--- config.mk ---
export PLATFORM = sky130hd
export DESIGN_NAME = instr_encoder_loader
export DESIGN_NICKNAME = d
export VERILOG_FILES = /design/src/rtl/instr_encoder_loader.sv
export SDC_FILE = /design/constraint.sdc
export NUM_CORES = 1
export LEC_CHECK = 0
export CELL_PAD_IN_SITES_DETAIL_PLACEMENT = 0
export CELL_PAD_IN_SITES_GLOBAL_PLACEMENT = 1
export CORE_UTILIZATION = 41
export DETAILED_ROUTE_END_ITERATION = 10
export GPL_TIMING_DRIVEN = 1
export PLACE_DENSITY_LB_ADDON = 0.1
export RECOVER_POWER = 50
export REMOVE_ABC_BUFFERS = 1
export SYNTH_ARGS = -nofsm -noshare
export SYNTH_HDL_FRONTEND = slang
export SYNTH_SLANG_ARGS = --single-unit
--- constraint.sdc ---
create_clock -name clk -period 3.4 [get_ports clk]
set_clock_uncertainty 0.15 [all_clocks]
set_input_delay 0.34 -clock clk [delete_from_list [all_inputs] [get_ports clk]]
set_output_delay 0.34 -clock clk [all_outputs]
set_load 0.05 [all_outputs]
--- src/rtl/instr_encoder_loader.sv ---
// instr_encoder_loader: encodes decoded instruction fields into 16-bit words,
// buffers them in a small FIFO and writes them sequentially to program memory.
// Ports: clk/reset, start/start_addr session control, in_* field stream
// (valid/ready), mem_write_* memory port (valid/ready), status outputs
// busy/done/err_illegal/err_overflow/words_written/checksum.
// Option: define ENC_CHECKSUM_EN to build the running XOR checksum.
module instr_encoder_loader #(
  parameter int ADDR_BITS  = 8,
  parameter int FIFO_DEPTH = 4
) (
  input  logic                 clk,
  input  logic                 reset,
  input  logic                 start,
  input  logic [ADDR_BITS-1:0] start_addr,
  input  logic                 in_valid,
  output logic                 in_ready,
  input  logic [3:0]           in_opcode,
  input  logic [3:0]           in_rd,
  input  logic [3:0]           in_rs,
  input  logic [3:0]           in_rt,
  input  logic [7:0]           in_imm8,
  input  logic [3:0]           in_condition,
  output logic                 mem_write_valid,
  input  logic                 mem_write_ready,
  output logic [ADDR_BITS-1:0] mem_write_address,
  output logic [15:0]          mem_write_data,
  output logic                 busy,
  output logic                 done,
  output logic                 err_illegal,
  output logic                 err_overflow,
  output logic [ADDR_BITS:0]   words_written,
  output logic [15:0]          checksum
);

  localparam int PW = $clog2(FIFO_DEPTH);
  localparam logic [ADDR_BITS-1:0] TOP = '1;

  typedef enum logic [1:0] {IDLE, LOAD, DRAIN, DONE} state_t;

  state_t               state;
  logic [15:0]          fifo [FIFO_DEPTH];
  logic [PW-1:0]        wr_ptr;
  logic [PW-1:0]        rd_ptr;
  logic [PW:0]          count;
  logic [ADDR_BITS-1:0] addr;
  logic [15:0]          enc_word;
  logic [15:0]          head;
  logic                 illegal;
  logic                 is_halt;
  logic                 accept;
  logic                 push;
  logic                 pop;
  logic                 ovf;
  logic                 full;
  logic                 empty;
  logic                 active;
  logic                 sess_start;

  always_comb begin
    enc_word = '0;
    illegal  = 1'b0;
    unique case (in_opcode)
      4'h0:    enc_word = 16'h0000;
      4'h1:    enc_word = {in_opcode, in_condition, in_imm8};
      4'h2,
      4'h8:    enc_word = {in_opcode, 4'h0, in_rs, in_rt};
      4'h3,
      4'h4,
      4'h5,
      4'h6:    enc_word = {in_opcode, in_rd, in_rs, in_rt};
      4'h7:    enc_word = {in_opcode, in_rd, in_rs, 4'h0};
      4'h9:    enc_word = {in_opcode, in_rd, in_imm8};
      4'hF:    enc_word = 16'hF000;
      default: illegal  = 1'b1;
    endcase
  end

  assign is_halt    = (in_opcode == 4'hF);
  assign full       = (count == (PW+1)'(FIFO_DEPTH));
  assign empty      = (count == '0);
  assign active     = (state == LOAD) || (state == DRAIN);
  assign sess_start = start && ((state == IDLE) || (state == DONE));

  // in_ready looks only at registered occupancy, so a same-cycle pop
  // never opens a slot early.
  assign in_ready = (state == LOAD) && !full;
  assign accept   = in_valid && in_ready;
  assign push     = accept && !illegal;

  assign head              = fifo[rd_ptr];
  assign mem_write_valid   = active && !empty;
  assign mem_write_data    = mem_write_valid ? head : 16'h0000;
  assign mem_write_address = addr;
  assign pop               = mem_write_valid && mem_write_ready;

  // Writing the last address with anything but HALT means the program
  // does not fit.
  assign ovf = pop && (addr == TOP) && (head != 16'hF000);

  assign busy = active;
  assign done = (state == DONE);

  always_ff @(posedge clk) begin
    if (push) fifo[wr_ptr] <= enc_word;
  end

  always_ff @(posedge clk) begin
    if (reset) begin
      state         <= IDLE;
      wr_ptr        <= '0;
      rd_ptr        <= '0;
      count         <= '0;
      addr          <= '0;
      words_written <= '0;
      err_illegal   <= 1'b0;
      err_overflow  <= 1'b0;
    end else if (sess_start) begin
      state         <= LOAD;
      wr_ptr        <= '0;
      rd_ptr        <= '0;
      count         <= '0;
      addr          <= start_addr;
      words_written <= '0;
      err_illegal   <= 1'b0;
      err_overflow  <= 1'b0;
    end else if (active) begin
      if (pop) begin
        rd_ptr        <= rd_ptr + PW'(1);
        words_written <= words_written + (ADDR_BITS+1)'(1);
        if (addr != TOP) addr <= addr + ADDR_BITS'(1);
      end
      if (push) wr_ptr <= wr_ptr + PW'(1);
      count <= count + (PW+1)'(push) - (PW+1)'(pop);
      if (accept && illegal) err_illegal <= 1'b1;
      if (accept && is_halt) state <= DRAIN;
      if ((state == DRAIN) && empty) state <= DONE;
      if (ovf) begin
        err_overflow <= 1'b1;
        state        <= DONE;
        wr_ptr       <= '0;
        rd_ptr       <= '0;
        count        <= '0;
      end
    end
  end

`ifdef ENC_CHECKSUM_EN
  logic [15:0] cks_q;

  always_ff @(posedge clk) begin
    if (reset) cks_q <= '0;
    else if (sess_start) cks_q <= '0;
    else if (pop) cks_q <= cks_q ^ head;
  end

  assign checksum = cks_q;
`else
  assign checksum = 16'h0000;
`endif

endmodule

==> results.toml, run 1 <==
[power]
totalPowerFinal_mw = 2.289
leakagePower_nw = 2.083
peakVddDrop_mv = 0.2022
p_per_area_nw_per_um2 = 410.1

[setup_path]
cp.arrival_ns = 2.57
crit_fanout = 20
crit_required_ns = 2.91
rrSetupSlack_ns = 0.53
startpoint_type = "flip-flop"
crit_path_end_kind = "output pin"
path_class = "reg2out"
reg2regPathDepth = 14

[logic_synthesis]
synth_cell_types = 45
synthFlopType = "edfxtp_1"
syn-instance-count = 354
yosysWarningCount = 0
avgSynthCellArea_um2 = 12.61
synth_seq_cells = 94
syn_area_um2 = 4463
synth-seq-area-share = 0.5652
synth_edf_count = 64
async_flop_share = 0

[finish]
final_cells = 580
fin_util = 0.5357
drive_gt1_frac = 0.09459
fillCellCount = 937
fin_nets = 492
n_antenna_cell = 0
synthToLayoutAreaGrowth_pct = 25.04

[place]
post-dp-hpwl_um = 6429
dp_slack_ns = 0.2398
dp_cells = 564
portBuffers = 79
gp_congestion = 0.7676

[clocking]
tritoncts = "built"
htreeDepth = 3
cts_sinks = 94
insertion_delay_ns = 0.35
clockRootBuffer = "clkbuf_8"
path_clk_slew_ns = 0.08
cts_buffers = 9
postCtsHoldBufs = 0
post-cts-setup-buffers = 0
clockBufferDepth = 2
cts_resized = 0

[grt]
grtUsageMet3 = 0.02207
grt_pass1_vias = 2884
use_met1 = 0.2325
grt_overflow = 0
antenna_found_initial = 0
grtUsageMet2 = 0.2797
grt_busiest_layer = "met2"
grt_pass1_wl_um = 14630
grt_max_degree = 21
grt_use_total = 0.1713

[die]
row_count = 37
initial_core_util = 0.4285
die-area_um2 = 11310
io_pins = 96
core_um2 = 10420
die_x_um = 106.3
dieHeight_um = 106.3

[timing]
timing.fmax_mhz = 326.8
finalCriticalPeriod_ns = 3.060
finalCritPeriodShare = 0.9000
setup_violations = 0
maxSlewHeadroom = 0.2389
rsz0062_at_grt = "no"
finalWorstSetupSlack_ns = 0.3401
finalHoldViolCount = 0
tightest_slew_ns = 1.142
drv_slew = 0
holdWs_ns = 0.3216

[routing]
drc = 0
ant_nets = 0
drtIter0Drc = 138
post_drt_via_cell_ratio = 5.095
wire_per_inst_um = 15.74
drt_first_pass_iters = 4
vias = 2955
finalWirelength_um = 9130

[hold_path]
hold_depth = 2
min_path_type = "reg2reg"

[status]
status = "completed"

[run]
cap_violations = 0
==> synthesized netlist by cell type (all sizes together) (3+ instances only) <==
cell | instances | area share
a21boi | 5 | 0.0084
or3 | 4 | 0.0056
a22o | 12 | 0.024
nand3 | 8 | 0.0090
a311oi | 3 | 0.0059
o21ai | 15 | 0.017
nor3 | 7 | 0.0078
nor2 | 23 | 0.020
and2 | 6 | 0.0084
dfxtp | 30 | 0.13
mux4 | 16 | 0.084
and3 | 20 | 0.028
nand4 | 7 | 0.0098
mux2i | 6 | 0.013
xnor2 | 8 | 0.016
inv | 13 | 0.011
buf | 20 | 0.036
ha | 11 | 0.031
a211oi | 3 | 0.0050
clkbuf | 13 | 0.011
xor2 | 8 | 0.016
a21oi | 9 | 0.010
nand2 | 24 | 0.020
edfxtp | 64 | 0.43
==> critical path, stage by stage, from the launching register on <==
cell             delay (ns)
dfxtp_1                0.37
inv_1                  0.07
ha_1                   0.41
inv_1                  0.11
buf_4                  0.24
and3_1                 0.21
clkdlybuf4s50_1        0.81
==> layout make-up <==
class	count	area, um^2	share of cell area
clock buffer	12	165.2	0.02960
clock inverter	4	51.30	0.009193
inverter	13	48.80	0.008744
multi-input combinational	229	1740	0.3119
sequential	94	2522	0.4520
tap	136	170.2	0.03049
timing repair buffer	92	882.1	0.1581
==> per-stage QoR <==
step	TNS, ns	instance area (um^2)
6_report	0	5580
3_5_place_dp	0	5383
4_1_cts	0	5599
2_1_floorplan	-0.3117	4312
3_3_place_gp	0	5383
5_1_grt	0	5580
==> power by group <==
part	internal, mW	switching (mW)
Sequential	1.24	0.0122
Clock	0.403	0.365
Combinational	0.0980	0.169
==> state kept, by name, summed over array words and instances (netlist names), named ones only <==
signal	count
fifo	64
words_written	9
mem_write_address	8
count	3
rd_ptr	2
state	2
wr_ptr	2
err_illegal	1
err_overflow	1
==> per-layer routing <==
layer / wire (um) / up-vias / share of wire
met2: 4320 / 70 / 0.47
met3: 351 / 10 / 0.038
met1: 4320 / 1415 / 0.47
met4: 138 / 0 / 0.015
li1: - / 1460 / -
met5: 0 / - / 0
==> cell families (layout without fill, tap and decap cells) <==
kind of cell    after synthesis  after routing  share of synthesized area
compound gates               52             52                    0.07850
xor+xnor                     16             16                    0.03140
fa+ha+maj                    12             12                    0.03532
buf+inv                      46            121                    0.05747
flops                        94             94                     0.5652
mux                          22             22                    0.09756
other cells                   1             16                  0.0008402
simple gates                111            111                     0.1337
==> final timing paths <==
kind | start | end
worst max-delay path | state[0]$_SDFFE_PP0P_ | mem_write_data[10]
worst min-delay path | err_illegal$_SDFFE_PP0P_ | err_illegal$_SDFFE_PP0P_
worst max register to register | state[0]$_SDFFE_PP0P_ | count[2]$_SDFFE_PP0P_
worst min register to register | err_illegal$_SDFFE_PP0P_ | err_illegal$_SDFFE_PP0P_
==> layout by cell type, fill, tap and decap left out, drive strengths merged, types with 5 or more instances in the layout <==
cell type,instances
a21boi,5
a21oi,9
a22o,12
and2,6
and3,20
buf,8
clkbuf,17
clkdlybuf4s50,60
conb,16
dfxtp,30
dlygate4sd3,19
edfxtp,64
ha,11
inv,15
mux2i,6
mux4,16
nand2,24
nand3,8
nand4,7
nor2,23
nor3,7
o21ai,15
xnor2,8
xor2,8
Note: power is estimated with default switching activity, not from simulation.
==> inputs of run 2 (changes only) <==
--- a/config.mk
+++ b/config.mk
@@ -13,6 +13,7 @@
 export PLACE_DENSITY_LB_ADDON = 0.1
 export RECOVER_POWER = 50
 export REMOVE_ABC_BUFFERS = 1
+export SLEW_MARGIN = 5
 export SYNTH_ARGS = -nofsm -noshare
 export SYNTH_HDL_FRONTEND = slang
 export SYNTH_SLANG_ARGS = --single-unit
==> results of run 2 <==
Same layout as run 1: the final DEF is identical, and so are final timing and power.
==> inputs of run 3 (changes only) <==
--- a/config.mk
+++ b/config.mk
@@ -7,7 +7,9 @@
 export LEC_CHECK = 0
 export CELL_PAD_IN_SITES_DETAIL_PLACEMENT = 0
 export CELL_PAD_IN_SITES_GLOBAL_PLACEMENT = 1
+export CORE_MARGIN = 5
 export CORE_UTILIZATION = 41
+export CTS_CLUSTER_SIZE = 10
 export DETAILED_ROUTE_END_ITERATION = 10
 export GPL_TIMING_DRIVEN = 1
 export PLACE_DENSITY_LB_ADDON = 0.1
==> run 3 against run 2 <==
Compared with the run above:
- maximum frequency decreased by 2.3%
- non-clock buffer count unchanged
- sequential power about the same
==> results.toml, run 3 (synthesized netlist as in run 1, its figures left out) <==
[place]
portBuffers = 79
gp_congestion = 0.7937
dp_cells = 568
post-dp-hpwl_um = 6812

[finish]
regMostFlops = "fifo"
largest_reg_flops = 64
fin_nets = 492
final_cells = 584
final_common_cell = "edfxtp_1"
multiInputGateArea_um2 = 1740
drive_gt1_frac = 0.09234
n_antenna_cell = 0
synthToLayoutAreaGrowth_pct = 24.70
fillCellCount = 1011
final_cell_mix = "edfxtp_1, clkdlybuf4s50_1, dfxtp_1"
seq_area_um2 = 2522

[setup_path]
worstPathCellList = "inv_1, ha_1, inv_1, buf_4, and3_1, clkdlybuf4s50_1"
worstReg2RegStart = "state[0]$_SDFFE_PP0P_"
path_class = "reg2out"
cp.arrival_ns = 2.64
cp.buffers_inverters = 4
crit_fanout = 20
startpoint_type = "flip-flop"
cpLargestDelayFamily = "buffers and inverters"
max_stage_delay_ns = 0.82
cpMostUsedCell = "inv_1"
crit_required_ns = 2.91
setup.worst_path.start = "state[0]$_SDFFE_PP0P_"
cp_slowest_cell = "clkdlybuf4s50_1"
crit_path_end_kind = "output pin"

[grt]
grt_overflow = 0
grt_pass1_wl_um = 15010
grt_pass1_vias = 2892
antenna_found_initial = 0
grt_use_total = 0.1475
grt_max_degree = 21

[power]
p_per_area_nw_per_um2 = 405.6
peakVddDrop_mv = 0.1687
leakagePower_nw = 2.060

[hold_path]
min_path_type = "reg2reg"
worstHoldStart = "err_overflow$_SDFFE_PP0P_"

[die]
die-area_um2 = 13070
core_um2 = 10750
dieHeight_um = 114.3
row_count = 38
io_pins = 96
initial_core_util = 0.4153
die_x_um = 114.3

[clocking]
cts_resized = 0
htreeDepth = 3
clockRootBuffer = "clkbuf_8"
clockBufferDepth = 2
insertion_delay_ns = 0.36
cts_buffers = 9
cts_sinks = 94
tritoncts = "built"
postCtsHoldBufs = 0
post-cts-setup-buffers = 0
path_clk_slew_ns = 0.09

[timing]
rsz0062_at_grt = "no"
maxSlewHeadroom = 0.2649
finalCriticalPeriod_ns = 3.134
drv_slew = 0
timing.fmax_mhz = 319.1
finalCritPeriodShare = 0.9216
tightest_slew_ns = 1.103
setup_violations = 0
fin_tns_setup_ns = 0
finalHoldViolCount = 0

[run]
cap_violations = 0

[routing]
drtIter0Drc = 169
finalWirelength_um = 9529
drc = 0
ant_nets = 0
post_drt_via_cell_ratio = 5.152
wire_per_inst_um = 16.32
vias = 3009
drt_first_pass_iters = 4

[status]
status = "completed"
## run 3: routing by layer
| layer | wire length [um] | vias up | share of wire | global-route usage |
|---|---|---|---|---|
| met2 | 4499 | 69 | 0.47 | 0.2326 |
| met3 | 484 | 6 | 0.051 | 0.02854 |
| li1 | - | 1456 | - | - |
| met1 | 4441 | 1478 | 0.47 | 0.2062 |
| met5 | 0 | - | 0 | 0 |
| met4 | 104 | 0 | 0.011 | 0.04751 |
## run 3: final timing paths
check / endpoint / slack [ns] / cells past startpoint
min reg2reg: err_overflow$_SDFFE_PP0P_ / 0.33 / 1
max reg2reg: count[2]$_SDFFE_PP0P_ / 0.52 / 14
max: mem_write_data[9] / 0.27 / 6
min: err_overflow$_SDFFE_PP0P_ / 0.33 / 1
## run 3: power breakdown
part / internal [mW] / switching, mW
clock: 0.345 / 0.389
sequential: 1.24 / 0.0131
combinational: 0.0983 / 0.170
## run 3: stage by stage
stage	total power [mW]	setup slack [ns]	hold WS (ns)	instance area [um^2]	utilization
floorplan	1.438	-0.2157	0.2621	4312	-
global placement	1.553	0.2991	0.3083	5388	0.5014
detailed placement	1.555	0.2350	0.3106	5388	0.5014
CTS	2.285	0.2540	0.3387	5584	0.5197
global route	2.348	0.1315	0.3657	5565	0.5179
finish	2.257	0.2665	0.3254	5565	0.5179
## run 3: final cells by class
type / count / area share
inverter: 13 / 0.008768
clock buffer: 10 / 0.02293
multi-input combinational: 229 / 0.3127
tap: 140 / 0.03147
timing repair buffer: 92 / 0.1585
sequential: 94 / 0.4532
clock inverter: 6 / 0.01237
## run 3: worst register-to-register path: stages, from the launching register on
cell,delay (ns)
dfxtp_1,0.38
inv_1,0.07
ha_1,0.45
inv_1,0.09
nand3_1,0.15
inv_1,0.10
ha_1,0.29
inv_1,0.05
ha_1,0.13
inv_1,0.05
fa_1,0.37
xnor2_1,0.13
nor2_1,0.12
xnor2_1,0.13
nor3_1,0.06
